$ cat config.mk
export PLATFORM = sky130hd
export DESIGN_NAME = mem_access_stage
export DESIGN_NICKNAME = d
export VERILOG_FILES = /design/src/rtl/mips_pkg.sv /design/src/rtl/mem_load_align.sv /design/src/rtl/mem_access_stage.sv
export SDC_FILE = /design/constraint.sdc
export NUM_CORES = 1
export LEC_CHECK = 0
export BUFFER_PORTS_ARGS = -buffer_cell sky130_fd_sc_hd__buf_4
export CAP_MARGIN = 10
export CORE_MARGIN = 5
export CORE_UTILIZATION = 49
export CTS_BUF_LIST = sky130_fd_sc_hd__clkbuf_8
export DETAILED_ROUTE_END_ITERATION = 7
export PLACE_DENSITY = 0.81
export SLEW_MARGIN = 20
export SYNTH_ARGS = -nofsm -noshare
export SYNTH_HDL_FRONTEND = slang
export SYNTH_HIERARCHICAL = 1
export SYNTH_SLANG_ARGS = --single-unit
$ cat constraint.sdc
create_clock -name clk -period 2.5 [get_ports clk]
set_input_delay 0 -clock clk [delete_from_list [all_inputs] [get_ports clk]]
set_output_delay 0 -clock clk [all_outputs]
set_load 0.02 [all_outputs]
$ cat src/rtl/mips_pkg.sv
// Shared definitions for the MIPS pipeline stages.
// Size codes, memory-stage FSM states and the execute-to-memory record.
package mips_pkg;

  localparam logic [1:0] SZ_BYTE = 2'b00;
  localparam logic [1:0] SZ_HALF = 2'b01;
  localparam logic [1:0] SZ_WORD = 2'b10;

  localparam logic [1:0] ST_IDLE = 2'd0;
  localparam logic [1:0] ST_REQ  = 2'd1;
  localparam logic [1:0] ST_WAIT = 2'd2;

  typedef struct packed {
    logic [31:0] alu_result;
    logic [31:0] store_data;
    logic        is_load;
    logic        is_store;
    logic [1:0]  mem_size;
    logic        load_signed;
    logic        wen;
    logic [4:0]  regsrc;
  } ex_mem_t;

  function automatic logic [3:0] store_strb(
    input logic [1:0] size,
    input logic [1:0] addr
  );
    logic [3:0] s;
    unique case (1'b1)
      size == SZ_BYTE: s = 4'b0001 << addr;
      size == SZ_HALF: s = addr[1] ? 4'b1100 : 4'b0011;
      default:         s = 4'b1111;
    endcase
    return s;
  endfunction

  function automatic logic [31:0] store_lanes(
    input logic [1:0]  size,
    input logic [31:0] data
  );
    logic [31:0] w;
    unique case (1'b1)
      size == SZ_BYTE: w = {4{data[7:0]}};
      size == SZ_HALF: w = {2{data[15:0]}};
      default:         w = data;
    endcase
    return w;
  endfunction

endpackage

$ cat src/rtl/mem_load_align.sv
// Load lane select and sign/zero extension.
// Pure combinational; the address low bits pick the byte or half lane.
module mem_load_align
  import mips_pkg::*;
(
  input  logic [31:0] rdata,
  input  logic [1:0]  addr,
  input  logic [1:0]  size,
  input  logic        sign_ext,
  output logic [31:0] data
);

  logic [31:0] shifted;
  logic [7:0]  b;
  logic [15:0] h;

  assign shifted = rdata >> {addr, 3'b000};
  assign b       = shifted[7:0];
  assign h       = addr[1] ? rdata[31:16] : rdata[15:0];

  always_comb begin
    data = rdata;
    unique case (1'b1)
      size == SZ_BYTE: data = {{24{sign_ext & b[7]}}, b};
      size == SZ_HALF: data = {{16{sign_ext & h[15]}}, h};
      default:         data = rdata;
    endcase
  end

endmodule

$ cat src/rtl/mem_access_stage.sv
// Memory-access stage: holds one instruction from execute and runs
// the request / addr-ack / data-ack transaction for loads and stores.
module mem_access_stage
  import mips_pkg::*;
(
  input  logic        clk,
  input  logic        resetn,
  input  logic        exe_valid,
  output logic        mem_allowin,
  input  logic [31:0] exe_alu_result,
  input  logic [31:0] exe_store_data,
  input  logic        exe_is_load,
  input  logic        exe_is_store,
  input  logic [1:0]  exe_mem_size,
  input  logic        exe_load_signed,
  input  logic        exe_wen,
  input  logic [4:0]  exe_regsrc,
  output logic        data_req,
  output logic        data_wr,
  output logic [31:0] data_addr,
  output logic [3:0]  data_wstrb,
  output logic [31:0] data_wdata,
  input  logic        data_addr_ok,
  input  logic        data_data_ok,
  input  logic [31:0] data_rdata,
  output logic        mem_valid,
  input  logic        wb_allowin,
  output logic        mem_wen,
  output logic [4:0]  mem_regsrc,
  output logic [31:0] mem_result,
  output logic        mem_fwd_valid,
  output logic [4:0]  mem_fwd_regsrc,
  output logic [31:0] mem_fwd_data,
  output logic        mem_fwd_pending
);

  ex_mem_t     r;
  ex_mem_t     exe_rec;
  logic        r_valid;
  logic [1:0]  state;
  logic [31:0] r_result;
  logic [31:0] load_data;
  logic        done;
  logic        accept;
  logic        retire;

  assign exe_rec = '{
    alu_result:  exe_alu_result,
    store_data:  exe_store_data,
    is_load:     exe_is_load,
    is_store:    exe_is_store,
    mem_size:    exe_mem_size,
    load_signed: exe_load_signed,
    wen:         exe_wen,
    regsrc:      exe_regsrc
  };

  assign done        = (state == ST_IDLE);
  assign mem_valid   = r_valid & done;
  assign mem_allowin = !r_valid | (done & wb_allowin);
  assign accept      = exe_valid & mem_allowin;
  assign retire      = mem_valid & wb_allowin;

  mem_load_align u_align (
    .rdata    (data_rdata),
    .addr     (r.alu_result[1:0]),
    .size     (r.mem_size),
    .sign_ext (r.load_signed),
    .data     (load_data)
  );

  // accept is only possible when done, so it never races the FSM
  always_ff @(posedge clk or negedge resetn) begin
    if (!resetn) begin
      r        <= '0;
      r_valid  <= 1'b0;
      state    <= ST_IDLE;
      r_result <= '0;
    end else if (accept) begin
      r       <= exe_rec;
      r_valid <= 1'b1;
      state   <= (exe_is_load | exe_is_store) ? ST_REQ : ST_IDLE;
    end else begin
      if (retire)
        r_valid <= 1'b0;
      unique case (state)
        ST_REQ:
          if (data_addr_ok)
            state <= ST_WAIT;
        ST_WAIT:
          if (data_data_ok) begin
            if (r.is_load)
              r_result <= load_data;
            state <= ST_IDLE;
          end
        default: ;
      endcase
    end
  end

  assign data_req   = (state == ST_REQ);
  assign data_wr    = r.is_store;
  assign data_addr  = r.alu_result;
  assign data_wstrb = r.is_store
                    ? store_strb(r.mem_size, r.alu_result[1:0])
                    : 4'b0000;
  assign data_wdata = store_lanes(r.mem_size, r.store_data);

  assign mem_wen         = r.wen & !r.is_store;
  assign mem_regsrc      = r.regsrc;
  assign mem_result      = r.is_load ? r_result : r.alu_result;
  assign mem_fwd_valid   = r_valid & mem_wen & (r.regsrc != 5'd0);
  assign mem_fwd_regsrc  = r.regsrc;
  assign mem_fwd_data    = mem_result;
  assign mem_fwd_pending = r_valid & r.is_load & !done;

endmodule

-- Word-level counts from Yosys, hierarchy flattened
Index checks and enable logic that the tools add are counted.
- flip-flop bits (word level): 110
- bits in latches: 0
- RAM bits: 0
- bits in read-only memories: 0
- output and inout bits: 149
- word-level logic and storage cells: 56
- memories kept: 0
- add/sub/neg operators: 0
- multipliers: 0
- div/mod/pow operators: 0
- order comparisons: 0
- equal/unequal tests: 5
- shift operators: 2
- multiplexer cells: 14
- bitwise operators: 14
- reductions and logical operators: 10
- operators with widths (cell ; number):
    one-hot mux 32 bit (2 select lines) ; 2
    two-way mux 32 bit ; 1
    right shift 32 x 5 -> 8 bit ; 1
    two-way mux 16 bit ; 1
    AND 1 bit ; 11
    two-way mux 4 bit ; 2
    one-hot mux 4 bit (2 select lines) ; 1
    two-way mux 2 bit ; 3
    nonzero test 5 bit ; 1
    == test 2 x 1 -> 1 bit (second input constant) ; 2
    zero test 2 bit ; 2
    one-hot mux 2 bit (2 select lines) ; 1
    AND reduction 4 bit ; 1
    left shift 1 x 2 -> 4 bit (first input constant) ; 1
    zero test 1 bit ; 3
    two-way mux 1 bit ; 3
    != test 3 x 1 -> 1 bit (second input constant) ; 1
    != test 3 bit (second input constant) ; 1
    AND reduction 3 bit ; 1
    nonzero test 3 bit ; 1
    == test 2 bit (second input constant) ; 1
    OR 1 bit ; 2
    nonzero test 2 bit ; 1
    NOT 1 bit ; 1

-- Depth between registers and ports, before layout
- depth after elaboration: 6
- depth in mapped cells: 6
- depth with buffers taken out: 4

-- By module
Netlist, hierarchy kept.
- modules (own cells, without submodules) (module ; times used ; cells each ; area each (um^2) ; seq. area each (um^2)):
    mem_access_stage ; 1 ; 426 ; 5691.7 ; 2752.6
    mem_load_align ; 1 ; 123 ; 848.3 ; 0.0

-- Least setup slack after synthesis
Ideal clock, no wire load.
- path type: register to register
- start point: register r, in the netlist data_addr[1]
- end point: register r_result[13]
- arrival time: 1.611 ns
- slack: 0.764 ns
- cell stages (with the launch flop): 7
- buffers on the path: 2
- period minus slack after synthesis: 1.736 ns
- cell sequence: dfrtp_1 buf_6 mux2_4 a22oi_4 buf_6 o221ai_2 mux2_4
- longest elaborated chain between the ends: 3
- elaborated cells between the ends (all ways): 4
- classes of those cells: shift (1); mux (2); bitwise (1)
- ends and longest elaborated chain (what ; line ; text):
    start, declared ; mem_access_stage.sv:37 ; ex_mem_t r;
    start signal, assigned ; mem_access_stage.sv:80 ; r <= exe_rec;
    right shift 32 x 5 -> 8 bit ; mem_load_align.sv:17 ; assign shifted = rdata >> {addr, 3'b000};
    AND 1 bit ; mem_load_align.sv:24 ; size == SZ_BYTE: data = {{24{sign_ext & b[7]}}, b};
    one-hot mux 32 bit (2 select lines) * ; mem_load_align.sv:23 ; unique case (1'b1)
    net load_data[13] ; mem_access_stage.sv:42 ; logic [31:0] load_data;
    end signal, assigned ; mem_access_stage.sv:93 ; r_result <= load_data;
    end, declared ; mem_access_stage.sv:41 ; logic [31:0] r_result;
Mark *: on every way through the listed nets, which the timed path passes. The rest lies on a longest branch.
A chain may end at the register's enable or synchronous reset.

-- Worst setup path after layout
- start point: register r[8] (netlist bit)
- end point: output port data_wdata[9]
- longest elaborated chain between the ends: 2
- elaborated cells between the ends (all ways): 3
- classes of those cells: eq/ne (1); mux (1); reduce/logical (1)
- ends and longest elaborated chain (what ; line ; text):
    == test 2 x 1 -> 1 bit or zero test 2 bit (tied branches) ; mips_pkg.sv:44, mips_pkg.sv:43 ;
    one-hot mux 32 bit (2 select lines) * ; mips_pkg.sv:42 ; unique case (1'b1)
    end, declared ; mem_access_stage.sv:22 ; output logic [31:0] data_wdata,
Mark *: on every way between the ends. The rest lies on a longest branch, timed or not.

==> results.ini <==
[status]
outcome=completed

[clock_network]
cts_tree=done
clk_pin_slew_worst_paths_ns=0.10
cts.sinks=110
cts_resized=0
clkLatencyLatePin_ns=0.38
cts_max_level=3
clockBufferDepth=2
cts_inserted_buffers=9
clockRootBuffer=clkbuf_8

[timing]
final_max_slew_viol_count=0
layout_min_cycle_time_ns=2.12
relSlewSlack_pct=32.3
rsz0062_at_grt=no
timing.hold.ws_ns=0.0371
fin_skew_ns=0.0112
fin_crit_sh_pct=84.7
hold_violations=0
setup_viol=0
clock.fmax_ghz=0.472
worst_slew_pin_slew_ns=1.02
fin_setup_tns_ns=0

[logic_synthesis]
yosys.cell_types.count=32
syn_nets=662
synth_most_common_cell=mux2_2
synthTopCellsByCount=124 x mux2_2, 110 x dfrtp_1, 87 x buf_4
ys.flop_type=dfrtp_1
async_flop_share_pct=100
avgSynthCellArea_um2=11.9
synth_area_leaders=dfrtp_1 42%, mux2_2 21%, buf_4 10%
synth_area_mm2=0.00654
synth_warnings=6
synth_seq_cells=110
synth_edf_count=0
netlist_instances=549
synth-seq-area-share_pct=42.1
synth_top_area_cell=dfrtp_1
synth_top_area_share_pct=42.1

[route]
routedWlPerCell_um=20.1
drc=0
drt-initial-drc-count=332
first_pass_iters=6
via_per_inst=5.28
drt_wl_total_um=19900
ant_nets=0
num_vias=5224

[global_routing]
grt.total_usage_pct=25.1
grt_pass1_vias=5673
grt_overflow_total=0
grt_max_degree=56
grt_pass1_wl_um=31700
grt_antenna_before_repair=0

[critical_path]
crit_arrival_ns=2.12
start_kind=register
rrSetupSlack_ns=0.41
path_common_cell=buf_4
path_cells=buf_12, nor2_1, buf_4, mux2_2, buf_4
cp.required_ns=2.50
critical_path.slowest_cell=dfrtp_2
critPathMaxStageDelay_ns=0.54
endpoint_kind=primary output
worstPathMaxFanout=55
worst-setup-path-type=register to primary output

[cells_and_area]
post-route-util_pct=69.2
nNetsFinal=922
layout-drive-gt1-share_pct=55.5
diodes=0
area_delta_synth_final_pct=39.5

[place]
routabilityCongestion=0.849
io_buffers=261
dp_hpwl_um=13800

[die]
die_area_mm2=0.0158
die_w_um=126
placementRows=42
fp.dieH_um=126
ioPinCount=262
initial_utilization_pct=49.6
core_mm2=0.0132

[power]
peakVddDrop_mv=0.737
leakage_nw=4.39
power_per_cell_area_mw_per_mm2=1480

[job]
drv_cap=0

[min_path]
hold_class=input port to register

-- layer usage --
metal,global-route usage [%],up-vias,part of all wire [%]
met5,0,-,0
met4,11.0,0,3.0
met3,7.76,37,9.1
met2,42.1,271,49
met1,29.7,2545,39
li1,-,2371,-
-- layout make-up --
class	instances	area [um2]
Timing Repair Buffer	365	3010
Tap cell	176	220
Sequential cell	110	2750
Multi-Input combinational cell	318	2960
Fill cell	904	4070
Inverter	5	18.8
Clock inverter	7	36.3
Clock buffer	9	124
-- cell families (layout without fill, tap and decap cells) --
family | after synthesis | in the layout | share of synthesized area, %
mux | 179 | 179 | 32.2
buf+inv | 121 | 386 | 12.8
flops | 110 | 110 | 42.1
compound gates | 80 | 80 | 8.11
simple gates | 59 | 59 | 4.80
-- repair_timing --
action | 4_1_cts | 5_1_grt
endpoints found under the hold margin | 139 | 0
hold buffers | 93 | 0
buffers inserted | 0 | 0
-- flip-flops by register name, summed over array words and instances, names as in the netlist --
signal and flops:
data_wr 1, state 2, r_valid 1, r_result 32, mem_fwd_regsrc 5, data_addr 32, r 37
-- layout by cell type, fill, tap and decap left out, drive strengths merged --
master and n:
clkinvlp 1, and2 1, a2111o 1, o211a 1, mux2i 23, o22a 7, o21a 2, o21ai 13
mux2 156, inv 7, nor3b 2, clkbuf 9, a22oi 1, and2b 1, o221ai 8, nand2 20
nor2 6, dfrtp 110, a21oi 45, nor2b 22, nand2b 4, dlygate4sd3 93, o211ai 1, buf 272
clkinv 4, o21ba 1, nor3 3
-- where the power goes --
| group | total (mW) | internal, mW | switching (mW) |
|---|---|---|---|
| Combinational | 9.08 | 4.32 | 4.76 |
| Sequential | 3.45 | 2.65 | 0.795 |
| Clock | 0.963 | 0.350 | 0.613 |
| Total | 13.5 | 7.33 | 6.16 |
-- final timing paths --
path / cells after the start / to / from
worst min register to register: 1 / r[5] / r[5]
worst min-delay path: 4 / r_result[7] / data_rdata[7]
max in group asynchronous: 3 / r[7] / resetn
worst max-delay path: 5 / data_wdata[9] / r[8]
worst max register to register: 5 / r_result[10] / data_addr[1]
min in group asynchronous: 2 / r[16] / resetn
-- per-stage QoR --
| stage | area (um2) | power [mW] | cells | setup WS (ns) |
|---|---|---|---|---|
| floorplan | 6540 | 9.90 | 549 | 0.764 |
| global placement | 8030 | 12.1 | 881 | 0.572 |
| detailed placement | 8030 | 12.4 | 881 | 0.490 |
| CTS | 9120 | 13.5 | 990 | 0.403 |
| global route | 9120 | 14.2 | 990 | 0.286 |
| finish | 9120 | 13.5 | 990 | 0.382 |
-- critical path, delay by kind of cell, from the launching register on --
kind	cells	cell delay [ns]
buf+inv	3	0.62
flops	1	0.54
mux	1	0.38
simple gates	1	0.17
No activity file was read; power rests on OpenSTA's default activity.
